## config.mk

```make
export PLATFORM = sky130hd
export DESIGN_NAME = pe_array_sequencer
export DESIGN_NICKNAME = d
export VERILOG_FILES = /design/src/rtl/pe_array_sequencer.sv
export SDC_FILE = /design/constraint.sdc
export NUM_CORES = 1
export LEC_CHECK = 0
export CAP_MARGIN = 20
export CORE_AREA = 2 2 105 107
export CTS_CLUSTER_SIZE = 40
export DETAILED_ROUTE_END_ITERATION = 10
export DIE_AREA = 0 0 107 109
export GPL_TIMING_DRIVEN = 0
export PLACE_DENSITY = 0.72
export RECOVER_POWER = 25
export SLEW_MARGIN = 20
export SYNTH_ARGS = -nofsm -noshare
export SYNTH_HDL_FRONTEND = slang
export SYNTH_SLANG_ARGS = --single-unit
```

## constraint.sdc

```tcl
create_clock -name CLK -period 3.67 [get_ports CLK]
set_input_delay 0.5505 -clock CLK [delete_from_list [all_inputs] [get_ports CLK]]
set_output_delay 0.5505 -clock CLK [all_outputs]
set_load 0.005 [all_outputs]
```

## src/rtl/pe_array_sequencer.sv

```systemverilog
// Row sequencer: clears, streams kernel then neuron words into each PE column,
// then runs the MAC phase and a fixed pipeline drain before pulsing done.
module pe_array_sequencer #(
  parameter int A     = 7,
  parameter int W     = 16,
  parameter int COLS  = 4,
  parameter int DRAIN = 2
) (
  input  logic              CLK,
  input  logic              RST_N,
  input  logic              start,
  input  logic [A:0]        kernelLen,
  input  logic [A:0]        neuronLen,
  input  logic [A:0]        macLen,
  input  logic              poolCfg,
  input  logic              inValid,
  input  logic [W-1:0]      inData,
  output logic              inReady,
  output logic [W-1:0]      kernelIn,
  output logic [W-1:0]      neuronIn,
  output logic [8*COLS-1:0] columnControl,
  output logic              doPooling,
  output logic              busy,
  output logic              done
);
  localparam int CW = $clog2(COLS + 1);
  localparam int DW = $clog2(DRAIN + 1);

  // column byte = {clrAddr, incK, incN, 3'b0, kernelWrite, neuronWrite}
  localparam logic [7:0] CTL_CLR = 8'h80;
  localparam logic [7:0] CTL_KWR = 8'h42;
  localparam logic [7:0] CTL_NWR = 8'h21;
  localparam logic [7:0] CTL_MAC = 8'h60;
  localparam logic [A:0] LEN_MAX = {1'b1, {A{1'b0}}};

  typedef enum logic [2:0] {
    S_IDLE, S_CLR, S_LOAD_K, S_LOAD_N, S_MAC, S_DRAIN, S_DONE
  } state_t;

  function automatic logic [A:0] clamp_len(input logic [A:0] len);
    return (len > LEN_MAX) ? LEN_MAX : len;
  endfunction

  // Columns outside 0..COLS-1 map to nothing, so col==COLS yields all zeros.
  function automatic logic [8*COLS-1:0] col_byte(input logic [CW-1:0] col, input logic [7:0] b);
    logic [8*COLS-1:0] v;
    v = '0;
    for (int c = 0; c < COLS; c++)
      if (CW'(c) == col) v[8*c +: 8] = b;
    return v;
  endfunction

  state_t            r_state, w_state;
  logic [CW-1:0]     r_col, w_col;
  logic [A:0]        r_cnt, w_cnt;
  logic [DW-1:0]     r_dcnt, w_dcnt;
  logic [A:0]        r_klen, w_klen, r_nlen, w_nlen, r_mlen, w_mlen;
  logic [A:0]        w_len;
  logic              r_inready, w_inready;
  logic [W-1:0]      r_kdat, w_kdat, r_ndat, w_ndat;
  logic [8*COLS-1:0] r_ctl, w_ctl;
  logic              r_pool, w_pool, r_busy, w_busy, r_done, w_done;
  logic              w_hs;

  assign w_hs = inValid & r_inready;

  // Next values describe what the outputs show in the following cycle.
  always_comb begin
    w_state   = r_state;
    w_col     = r_col;
    w_cnt     = r_cnt;
    w_dcnt    = r_dcnt;
    w_klen    = r_klen;
    w_nlen    = r_nlen;
    w_mlen    = r_mlen;
    w_len     = (r_state == S_LOAD_K) ? r_klen : r_nlen;
    w_inready = r_inready;
    w_kdat    = r_kdat;
    w_ndat    = r_ndat;
    w_ctl     = '0;
    w_pool    = r_pool;
    w_busy    = r_busy;
    w_done    = 1'b0;
    case (r_state)
      S_IDLE: begin
        if (start) begin
          w_state = S_CLR;
          w_klen  = clamp_len(kernelLen);
          w_nlen  = clamp_len(neuronLen);
          w_mlen  = clamp_len(macLen);
          w_pool  = poolCfg;
          w_busy  = 1'b1;
          w_ctl   = {COLS{CTL_CLR}};
        end
      end
      S_CLR: begin
        w_col = '0;
        w_cnt = '0;
        if (r_klen != '0) begin
          w_state   = S_LOAD_K;
          w_inready = 1'b1;
        end else if (r_nlen != '0) begin
          w_state   = S_LOAD_N;
          w_inready = 1'b1;
        end else if (r_mlen != '0) begin
          w_state = S_MAC;
          w_ctl   = {COLS{CTL_MAC}};
          w_cnt   = (A+1)'(1);
        end else begin
          w_state = S_DRAIN;
          w_dcnt  = DW'(1);
        end
      end
      S_LOAD_K, S_LOAD_N: begin
        if (r_col == CW'(COLS)) begin
          // Tail cycle: the final write is on the bus, addresses get re-cleared for MAC.
          w_cnt = '0;
          if (r_mlen != '0) begin
            w_state = S_MAC;
            w_ctl   = {COLS{CTL_CLR}};
          end else begin
            w_state = S_DRAIN;
            w_dcnt  = DW'(1);
          end
        end else if (w_hs) begin
          if (r_state == S_LOAD_K) begin
            w_kdat = inData;
            w_ctl  = col_byte(r_col, CTL_KWR);
          end else begin
            w_ndat = inData;
            w_ctl  = col_byte(r_col, CTL_NWR);
          end
          w_cnt = r_cnt + 1'b1;
          if (w_cnt == w_len) begin
            w_cnt = '0;
            w_col = r_col + 1'b1;
            if (r_col != CW'(COLS - 1)) begin
              w_ctl = w_ctl | col_byte(w_col, CTL_CLR);
            end else if (r_state == S_LOAD_K && r_nlen != '0) begin
              w_state = S_LOAD_N;
              w_col   = '0;
              w_ctl   = w_ctl | col_byte('0, CTL_CLR);
            end else begin
              w_state   = S_LOAD_N;
              w_inready = 1'b0;
            end
          end
        end
      end
      S_MAC: begin
        if (r_cnt == r_mlen) begin
          w_state = S_DRAIN;
          w_dcnt  = DW'(1);
        end else begin
          w_ctl = {COLS{CTL_MAC}};
          w_cnt = r_cnt + 1'b1;
        end
      end
      S_DRAIN: begin
        if (r_dcnt == DW'(DRAIN)) begin
          w_state = S_DONE;
          w_done  = 1'b1;
          w_busy  = 1'b0;
        end else begin
          w_dcnt = r_dcnt + 1'b1;
        end
      end
      S_DONE: begin
        w_state = S_IDLE;
        w_pool  = 1'b0;
      end
      default: w_state = S_IDLE;
    endcase
  end

  always_ff @(posedge CLK or negedge RST_N) begin
    if (!RST_N) begin
      r_state   <= S_IDLE;
      r_col     <= '0;
      r_cnt     <= '0;
      r_dcnt    <= '0;
      r_klen    <= '0;
      r_nlen    <= '0;
      r_mlen    <= '0;
      r_inready <= 1'b0;
      r_kdat    <= '0;
      r_ndat    <= '0;
      r_ctl     <= '0;
      r_pool    <= 1'b0;
      r_busy    <= 1'b0;
      r_done    <= 1'b0;
    end else begin
      r_state   <= w_state;
      r_col     <= w_col;
      r_cnt     <= w_cnt;
      r_dcnt    <= w_dcnt;
      r_klen    <= w_klen;
      r_nlen    <= w_nlen;
      r_mlen    <= w_mlen;
      r_inready <= w_inready;
      r_kdat    <= w_kdat;
      r_ndat    <= w_ndat;
      r_ctl     <= w_ctl;
      r_pool    <= w_pool;
      r_busy    <= w_busy;
      r_done    <= w_done;
    end
  end

  assign inReady       = r_inready;
  assign kernelIn      = r_kdat;
  assign neuronIn      = r_ndat;
  assign columnControl = r_ctl;
  assign doPooling     = r_pool;
  assign busy          = r_busy;
  assign done          = r_done;

endmodule

```

==> results of run 1 <==
==> sequential cells by signal (all words and copies together), names as in the netlist <==
signal and flops:
neuronIn 16, r_nlen 8, columnControl 20, r_mlen 8
r_klen 8, r_cnt 8, kernelIn 16, doPooling 1
r_col 3, r_dcnt 2, done 1, inReady 1
r_state 3, busy 1
==> cells in the final DEF (no fill, tap or decap), types with 3 or more instances in the layout <==
cell type / synthesis / final
o21ai_0: 38 / 38
or3_1: 4 / 4
mux2i_1: 13 / 13
xor2_1: 12 / 12
nor3_1: 7 / 7
dfrtp_1: 96 / 96
inv_1: 10 / 10
buf_4: 14 / 14
nor2_1: 22 / 22
clkbuf_8: 0 / 10
nand3_1: 7 / 7
buf_1: 3 / 3
clkbuf_1: 12 / 14
nand2b_1: 23 / 23
mux2_2: 36 / 36
ha_1: 9 / 9
clkdlybuf4s50_1: 0 / 99
conb_1: 1 / 12
nand2_1: 51 / 51
xnor2_1: 7 / 7
a21oi_1: 17 / 17
and3_1: 4 / 4
o31ai_1: 7 / 7
nor4_1: 9 / 9
==> kinds of logic (layout without fill, tap and decap cells) <==
kind of cell,after synthesis,after routing,synth area share (%)
DFF,96,96,52.1
buffers and inverters,43,160,5.02
adders and majority gates,9,9,2.44
xor gates and xnor gates,19,19,3.61
other,1,12,0.0813
AOI/OAI and AO/OA,79,79,10.2
and+or+nand+nor,140,140,15.0
muxes,49,49,11.6
==> per-layer routing <==
| metal | wire [um] | share of wire [%] | track usage, % | vias up |
|---|---|---|---|---|
| met5 | 0 | 0 | 0 | - |
| met4 | 138 | 1.3 | 6.12 | 0 |
| met3 | 512 | 5.0 | 2.27 | 12 |
| met2 | 5040 | 49 | 32.2 | 113 |
| met1 | 4640 | 45 | 24.1 | 1689 |
| li1 | - | - | - | 1743 |
==> area by class of cell <==
| type | instances | share of cell area, % |
|---|---|---|
| clock buffers | 11 | 2.34 |
| multi-input cells | 308 | 33.5 |
| repair buffers | 101 | 16.9 |
| flip-flops and latches | 96 | 39.8 |
| plain buffers | 33 | 3.21 |
| well taps | 140 | 2.90 |
| clock inverters | 5 | 0.643 |
| inverters | 10 | 0.622 |
==> worst max-delay path by stage <==
stage                           start               endpoint  slack (ps)  cells past startpoint
3_3_place_gp                    RST_N  r_nlen[2]$_DFFE_PN0P_       -1330                      1
5_1_grt        r_state[0]$_DFFE_PN0P_   r_cnt[1]$_DFFE_PN0P_         400                      8
2_1_floorplan  r_state[0]$_DFFE_PN0P_    inReady$_DFFE_PN0P_         890                      9
3_5_place_dp   r_state[0]$_DFFE_PN0P_    inReady$_DFFE_PN0P_         650                      9
6_report       r_state[0]$_DFFE_PN0P_    inReady$_DFFE_PN0P_         590                      9
4_1_cts        r_state[0]$_DFFE_PN0P_    inReady$_DFFE_PN0P_         630                      9
==> critical path: stages, from the launching register on <==
cell	delay, ps
dfrtp_1	370
buf_4	160
or3b_1	420
mux2i_1	290
mux2_2	370
a21oi_1	180
o2111ai_2	300
or3_1	410
buf_6	150
o32a_1	320
==> power by group <==
group | internal [mW] | switching (mW)
clock network | 0.270 | 0.370
logic | 0.0572 | 0.0381
registers | 1.06 | 0
==> stage by stage <==
stage	instances	TNS, ps	setup slack [ps]	hold WS, ps
floorplan	447	0	889	255
global placement	687	-127570	-1330	465
detailed placement	688	0	647	462
CTS	704	0	630	64.3
global route	704	0	404	529
finish	704	0	592	502
==> reports/summary.json, run 1 <==
{
  "clk_latency_ps": 360,
  "setup.reg_to_reg.worst_slack_ps": 590,
  "synth_area_mm2": 0.00461,
  "rows": 38,
  "wire_per_inst_um": 14.7,
  "post_layout_net_count": 613,
  "critPathRequiredTime_ps": 3920,
  "fp.dieArea_mm2": 0.0117,
  "fillers": 921,
  "leakage_power_figure_nw": 2.88,
  "synth_top_cells_by_count": "dfrtp_1 (96), nand2_1 (51), o21ai_0 (38), mux2_2 (36), nand2b_1 (23)",
  "tritoncts.num_buffers": 9,
  "finalCoreUtilization_pct": 56.9,
  "ctsHtreeMaxLevel": 3,
  "clk_root_buf": "clkbuf_8",
  "worst_hold_path_type": "flip-flop to flip-flop",
  "fp.dieW_um": 107,
  "final_min_period_over_clock_period_pct": 83.9,
  "cts.path.max_buffers": 2,
  "min_period_ps": 3080,
  "grt_pass1_vias": 3493,
  "design.portCount": 113,
  "die-height_um": 109,
  "crit_path_end_kind": "flip-flop",
  "cts_tree": "yes",
  "post_cts_hold_buffer_count": 0,
  "detailed_route_via_count": 3557,
  "fin_total_pwr_mw": 1.79,
  "grt_max_degree": 64,
  "yosysWarningCount": 0,
  "worst-slew-pin-transition_ps": 1930,
  "hold_end": "r_dcnt[1]$_DFFE_PN0P_",
  "post_synth_num_cell_types": 46,
  "synth_top_cells_by_area": "dfrtp_1 (52%), mux2_2 (8.8%), nand2_1 (4.1%)",
  "post_dp_cell_area_mm2": 0.00586,
  "clock_sinks": 96,
  "synth-edff-count": 0,
  "synth_flop_cell": "dfrtp_1",
  "critPathArrivalTime_ps": 3330,
  "violations_in_the_final_reports": "max-capacitance violations, max-slew violations",
  "multi_input_comb_area_mm2": 0.00202,
  "diodes": 0,
  "syn_area_per_cell_um2": 10.6,
  "worst_hold_depth": 2,
  "postLayoutCellArea_mm2": 0.00603,
  "vias_per_cell": 5.05,
  "wirelength_um": 10300,
  "antenna_found_initial": 0,
  "synthDominantCellAreaShare_pct": 52.1,
  "classification_of_the_worst_setup_path": "flip-flop to flip-flop",
  "synth.ff_latch_count": 96,
  "worst_r2r_endpoint": "inReady$_DFFE_PN0P_",
  "ff2ff_path_depth": 9,
  "regArea_mm2": 0.00240,
  "syn2layout_area_growth_pct": 30.7,
  "maxCapViolCount": 1,
  "clk_pin_slew_ps": 90,
  "crit-reg2reg-launch": "r_state[0]$_DFFE_PN0P_",
  "fmaxAchievable_mhz": 325,
  "syn-instance-count": 436,
  "grt_first_pass_wirelength_um": 16900,
  "finalHoldViolCount": 0,
  "seq_area_frac_synth_pct": 52.1,
  "worstSetupStartpointType": "flip-flop",
  "postRouteAntennaNets": 0,
  "drv_slew": 34,
  "initial_utilization_pct": 43.5,
  "drive_gt1_share_pct": 12.8,
  "outcome": "complete, but fails checks",
  "worst_ir_drop_vdd_uv": 200,
  "finalClockSkew_ps": 9.42,
  "post-synth-top-area-cell": "dfrtp_1",
  "drt-pass1-iter-count": 5,
  "place_hpwl_um": 7930,
  "drt_drc_violations_left": 0,
  "all_layer_global_routing_usage_pct": 18.5,
  "setup_viol": 0,
  "max-slew-margin-rel_pct": -28.9,
  "hold_path_startpoint": "r_dcnt[1]$_DFFE_PN0P_",
  "grt_overflow_total": 0,
  "count_of_buffers_from_port_buffering": 100,
  "design.core.area_mm2": 0.0106,
  "gp_routability_congestion": 0.954,
  "pwr_density_cell_mw_per_mm2": 297,
  "drt-initial-drc-count": 109,
  "cts.repair.resized": 0,
  "post_cts.repair.setup_buffers": 0,
  "synth.most_common_cell": "dfrtp_1",
  "setup_repair_after_global_routing_missed_its_margin": "no",
  "timing.critical_path.fanout_max": 10,
  "synth_async_sr_flop_share_pct": 100
}
Power figures use the tool's default switching activity.
==> inputs of run 2 (changes only) <==
--- a/config.mk
+++ b/config.mk
@@ -11,7 +11,7 @@
 export DETAILED_ROUTE_END_ITERATION = 10
 export DIE_AREA = 0 0 107 109
 export GPL_TIMING_DRIVEN = 0
-export PLACE_DENSITY = 0.72
+export PLACE_DENSITY = 0.75
 export RECOVER_POWER = 25
 export SLEW_MARGIN = 20
 export SYNTH_ARGS = -nofsm -noshare
==> constraint.sdc (replaced) <==
create_clock -name CLK -period 2.6 [get_ports CLK]
set_input_delay 0.39 -clock CLK [delete_from_list [all_inputs] [get_ports CLK]]
set_output_delay 0.39 -clock CLK [all_outputs]
set_load 0.005 [all_outputs]
==> run 2 against run 1 <==
The flow finishes with violations (max-capacitance violations, max-slew violations, negative setup slack). Power rose by 41%. Routed wire length rose by 2.9%. Maximum frequency rose by 15%.
==> reports/summary.json, run 2 (same netlist as run 1, synthesis figures left out) <==
{
  "critPathRequiredTime_ps": 2850,
  "worst_ir_drop_vdd_uv": 222,
  "finalClockSkew_ps": 7.63,
  "mostFrequentLayoutCells": "clkdlybuf4s50_1 (99), dfrtp_1 (95), nand2_1 (51)",
  "grt_first_pass_wirelength_um": 17400,
  "postRouteAntennaNets": 0,
  "worstSetupStartpointType": "flip-flop",
  "timing.critical_path.fanout_max": 8,
  "outcome": "complete, but fails checks",
  "final_min_period_over_clock_period_pct": 103,
  "worst-slew-pin-transition_ps": 1600,
  "grt_pass1_vias": 3637,
  "mostFrequentLayoutCell": "clkdlybuf4s50_1",
  "syn2layout_area_growth_pct": 35.4,
  "min_period_ps": 2670,
  "critPathArrivalTime_ps": 2920,
  "path_delay_family": "simple AND/OR/NAND/NOR gates",
  "path_cells": "buf_6 -> or3b_4 -> buf_8 -> mux2i_1 -> xnor2_1 -> and3_1 -> o2111ai_4 -> or3_1 -> buf_6 -> o32a_1",
  "fp.dieW_um": 107,
  "cts.path.max_buffers": 2,
  "final_cell_count_no_fill": 718,
  "drt-pass1-iter-count": 4,
  "place_hpwl_um": 7900,
  "clk_root_buf": "clkbuf_8",
  "count_of_buffers_from_port_buffering": 100,
  "finalHoldViolCount": 0,
  "antenna_found_initial": 0,
  "wire_per_inst_um": 14.8,
  "drt_drc_violations_left": 0,
  "layout_setup_ws_ps": -68.6,
  "drv_slew": 31,
  "setup_repair_after_global_routing_missed_its_margin": "yes",
  "leakage_power_figure_nw": 2.95,
  "worst_hold_path_type": "flip-flop to flip-flop",
  "fp.dieArea_mm2": 0.0117,
  "rows": 38,
  "post_route_setup_tns_ps": -173,
  "drt-initial-drc-count": 144,
  "initial_utilization_pct": 43.5,
  "wirelength_um": 10600,
  "grt_max_degree": 68,
  "max_stage_delay_ps": 410,
  "all_layer_global_routing_usage_pct": 19.0,
  "crit_path_end_kind": "flip-flop",
  "grt_overflow_total": 0,
  "critPathSlowestCell": "or3b_4",
  "clk_latency_ps": 360,
  "maxCapViolCount": 1,
  "cts_tree": "yes",
  "classification_of_the_worst_setup_path": "flip-flop to flip-flop",
  "vias_per_cell": 5.08,
  "setup.reg_to_reg.worst_slack_ps": -70,
  "gp_routability_congestion": 0.928,
  "violations_in_the_final_reports": "max-capacitance violations, max-slew violations, negative setup slack",
  "setup_viol": 5,
  "drive_gt1_share_pct": 17.3,
  "worstPathBufferInverterCount": 3,
  "max-slew-margin-rel_pct": -6.91,
  "clock_sinks": 96,
  "design.core.area_mm2": 0.0106,
  "pwr_density_cell_mw_per_mm2": 404,
  "tritoncts.num_buffers": 9,
  "design.portCount": 113,
  "detailed_route_via_count": 3648,
  "flip_flop_count_of_the_largest_register_after_layout": 20,
  "die-height_um": 109,
  "post_layout_net_count": 627,
  "diodes": 0,
  "clk_pin_slew_ps": 90,
  "ctsHtreeMaxLevel": 3,
  "place.detailed.instances": 688,
  "timing.critical_path.mode_cell": "buf_6",
  "fmaxAchievable_mhz": 375
}
## run 2: changes by cell type in the layout (fill, tap and decap cells not counted), sizes merged
| cell | delta |
|---|---|
| buf | +14 |
| inv | -2 |
| dlygate4sd3 | +1 |
| clkinvlp | +1 |
## run 2: final timing paths
path	depth (start not counted)	start	to
worst min register to register	2	r_dcnt[1]$_DFFE_PN0P_	r_dcnt[1]$_DFFE_PN0P_
worst min-delay path	2	r_dcnt[1]$_DFFE_PN0P_	r_dcnt[1]$_DFFE_PN0P_
worst max register to register	10	r_state[1]$_DFFE_PN0P_	inReady$_DFFE_PN0P_
min in group asynchronous	2	RST_N	neuronIn[11]$_DFFE_PN0P_
worst max-delay path	10	r_state[1]$_DFFE_PN0P_	inReady$_DFFE_PN0P_
max in group asynchronous	3	RST_N	r_cnt[0]$_DFFE_PN0P_
## run 2: report_power, final
part           switching [mW]  internal (mW)  total, mW
clock network           0.496          0.400      0.897
registers                   0           1.49       1.49
logic                  0.0553         0.0789      0.134
## run 2: layer usage
layer  vias to the layer above  routed length (um)  GRT usage [%]
met5                         -                   0              0
met4                         0                 156           6.77
met3                        16                 516           3.71
met2                       113                5280           33.1
met1                      1754                4680           23.6
li1                       1765                   -              -
## run 2: final cells by class
cell class	instances	area, um^2
buffer	31	191
clock buffer	12	155
clock inverter	4	28.8
fill	893	4360
inverter	10	37.5
multi-input combinational	308	2110
sequential	96	2400
tap	140	175
timing repair buffer	117	1140
## run 2: repair_timing
item	4_1_cts	5_1_grt
pin swaps	6	4
gates resized for setup	8	13
gates cloned	0	0
hold endpoints to repair	29	0
buffers inserted	10	6
setup endpoints to repair	16	19
hold buffers	1	0
## run 2: through the flow
step	hold WS (ps)	power (mW)	utilization [%]	setup slack [ps]	instance area, um^2
finish	503	2.52	58.9	-68.6	6250
global route	527	2.64	58.9	-176	6250
CTS	457	2.56	58.4	-113	6190
detailed placement	284	1.66	55.5	-351	5890
global placement	465	1.65	55.3	-2240	5860
floorplan	94.4	1.55	-	-100	4680
## run 2: worst min-delay path: stages (launching register included)
cell     delay, ps
dfrtp_1        360
nand2_1         50
o31ai_1         60
==> inputs of run 3 (changes only) <==
--- a/config.mk
+++ b/config.mk
@@ -6,12 +6,12 @@
 export NUM_CORES = 1
 export LEC_CHECK = 0
 export CAP_MARGIN = 20
-export CORE_AREA = 2 2 105 107
+export CORE_AREA = 2 2 111 113
 export CTS_CLUSTER_SIZE = 40
 export DETAILED_ROUTE_END_ITERATION = 10
-export DIE_AREA = 0 0 107 109
+export DIE_AREA = 0 0 113 115
 export GPL_TIMING_DRIVEN = 0
-export PLACE_DENSITY = 0.75
+export PLACE_DENSITY = 0.68
 export RECOVER_POWER = 25
 export SLEW_MARGIN = 20
 export SYNTH_ARGS = -nofsm -noshare
==> run 3 against run 2 <==
The run ends with design-rule violations, max-capacitance violations, max-slew violations, negative setup slack left. Worst setup slack got worse by 81 ps. Flip-flop and latch count unchanged. Non-clock buffer count stayed put.
==> reports/summary.json, run 3 (same netlist as run 1, synthesis figures left out) <==
{
  "outcome": "complete, but fails checks",
  "violations_in_the_final_reports": "design-rule violations, max-capacitance violations, max-slew violations, negative setup slack",
  "wire_per_inst_um": 15.1,
  "fp.dieW_um": 113,
  "critPathRequiredTime_ps": 2820,
  "clk_latency_ps": 340,
  "holdWs_ps": 504,
  "initial_utilization_pct": 39.1,
  "drive_gt1_share_pct": 17.5,
  "rows": 40,
  "ctsHtreeMaxLevel": 3,
  "ff2ff_path_depth": 9,
  "finalClockSkew_ps": 12.4,
  "cts_tree": "yes",
  "design.portCount": 113,
  "syn2layout_area_growth_pct": 38.6,
  "layout_setup_ws_ps": -149,
  "postLayoutCellArea_mm2": 0.00639,
  "clk_root_buf": "clkbuf_16",
  "postRouteAntennaNets": 0,
  "die-height_um": 115,
  "drt_drc_violations_left": 16,
  "clock_sinks": 96,
  "worst_hold_path_type": "flip-flop to flip-flop",
  "netSwitchingFraction_pct": 20.0,
  "multi_input_comb_area_mm2": 0.00211,
  "mostFrequentLayoutCell": "clkdlybuf4s50_1",
  "power.clock.fraction_pct": 48.3,
  "pwr_density_cell_mw_per_mm2": 493,
  "flip_flop_count_of_the_largest_register_after_layout": 20,
  "clk_pin_slew_ps": 70,
  "classification_of_the_worst_setup_path": "flip-flop to flip-flop",
  "post_layout_net_count": 627,
  "design.core.area_mm2": 0.0118,
  "p_int_mw": 2.52,
  "diodes": 0,
  "detailed_route_via_count": 3714,
  "fin_total_pwr_mw": 3.15,
  "mostFrequentLayoutCells": "clkdlybuf4s50_1 (99), dfrtp_1 (95), nand2_1 (51)",
  "setup_viol": 9,
  "power.combinational.fraction_pct": 4.3,
  "cts.path.max_buffers": 2,
  "fp.dieArea_mm2": 0.0130,
  "met2_length_um": 5260,
  "highest-signal-layer": "met4",
  "grt_overflow_total": 0,
  "crit_path_end_kind": "flip-flop",
  "all_layer_global_routing_usage_pct": 17.2,
  "worst_ir_drop_vdd_uv": 254,
  "worst_hold_depth": 1,
  "count_of_buffers_from_port_buffering": 100,
  "wl_met1_um": 4740,
  "critPathArrivalTime_ps": 2970,
  "wirelength_um": 10900,
  "worst-slew-pin-transition_ps": 1850,
  "post_dp_cell_area_mm2": 0.00590,
  "grt_pass1_vias": 3602,
  "antenna_found_initial": 0,
  "final_min_period_over_clock_period_pct": 106,
  "gp_routability_congestion": 0.830,
  "worstSetupStartpointType": "flip-flop",
  "drt-initial-drc-count": 197,
  "timing.critical_path.fanout_max": 8,
  "fmaxAchievable_mhz": 364,
  "maxCapViolCount": 1,
  "finalHoldViolCount": 0,
  "setup_repair_after_global_routing_missed_its_margin": "yes",
  "tritoncts.num_buffers": 9,
  "drv_slew": 33,
  "vias_per_cell": 5.12,
  "leakage_power_figure_nw": 3.02,
  "max-slew-margin-rel_pct": -23.6,
  "grt_max_degree": 65,
  "regArea_mm2": 0.00240,
  "post_route_setup_tns_ps": -540,
  "min_period_ps": 2750,
  "power.net_switching_mw": 0.629,
  "detailed_routed_wire_length_on_met3_um": 790,
  "place_hpwl_um": 8010,
  "pwr-share-seq_pct": 47.4,
  "drt-pass1-iter-count": 8,
  "fillers": 1027,
  "grt_first_pass_wirelength_um": 17900
}
## run 3: area by class of cell
| class | instances | area share (%) |
|---|---|---|
| inverters | 10 | 0.587 |
| flip-flops and latches | 96 | 37.6 |
| clock buffers | 10 | 3.58 |
| well taps | 147 | 2.88 |
| repair buffers | 117 | 17.7 |
| clock inverters | 6 | 1.80 |
| plain buffers | 31 | 2.88 |
| multi-input cells | 308 | 33.0 |
## run 3: worst paths after layout
| path | startpoint | end | slack (ps) |
|---|---|---|---|
| max reg2reg | r_state[1]$_DFFE_PN0P_ | inReady$_DFFE_PN0P_ | -150 |
| min | kernelIn[2]$_DFFE_PN0P_ | kernelIn[2]$_DFFE_PN0P_ | 500 |
| min reg2reg | kernelIn[2]$_DFFE_PN0P_ | kernelIn[2]$_DFFE_PN0P_ | 500 |
| min in group asynchronous | RST_N | neuronIn[12]$_DFFE_PN0P_ | 1090 |
| max | r_state[1]$_DFFE_PN0P_ | inReady$_DFFE_PN0P_ | -150 |
| max in group asynchronous | RST_N | r_cnt[0]$_DFFE_PN0P_ | 260 |
## run 3: metal layers
metal	track usage [%]	vias up
met5	0	-
met4	5.37	0
met3	4.38	16
met2	28.7	159
met1	22.1	1761
li1	-	1778
## run 3: through the flow
| stage | worst slack, ps | util (%) | std cells |
|---|---|---|---|
| floorplan | -100 | - | 447 |
| CTS | -133 | 53.8 | 721 |
| global placement | -2290 | 49.7 | 694 |
| global route | -200 | 54.1 | 725 |
| detailed placement | -320 | 49.9 | 695 |
| finish | -149 | 54.1 | 725 |
## run 3: power groups by stage
stage / registers (mW) / clock network (mW) / logic (mW)
CTS: 1.49 / 1.55 / 0.141
finish: 1.49 / 1.52 / 0.135
detailed placement: 1.52 / 0 / 0.139
global placement: 1.52 / 0 / 0.131
global route: 1.49 / 1.62 / 0.151
floorplan: 1.52 / 0 / 0.0283
## run 3: critical path, cell delays in order (launching register included)
cell and delay, ps:
dfrtp_1 340, buf_6 110, or3b_4 410, buf_8 160, mux2i_2 150, xnor2_1 240, and3_1 240, o2111ai_4 170
or3_4 450, o32a_1 340
## run 3: what timing repair did
action / in CTS / in global routing
resized for setup: 11 / 12
hold buffers: 1 / 0
setup endpoints to repair: 16 / 16
hold endpoints to repair: 32 / 0
buffers inserted: 9 / 6
pin swaps: 8 / 7
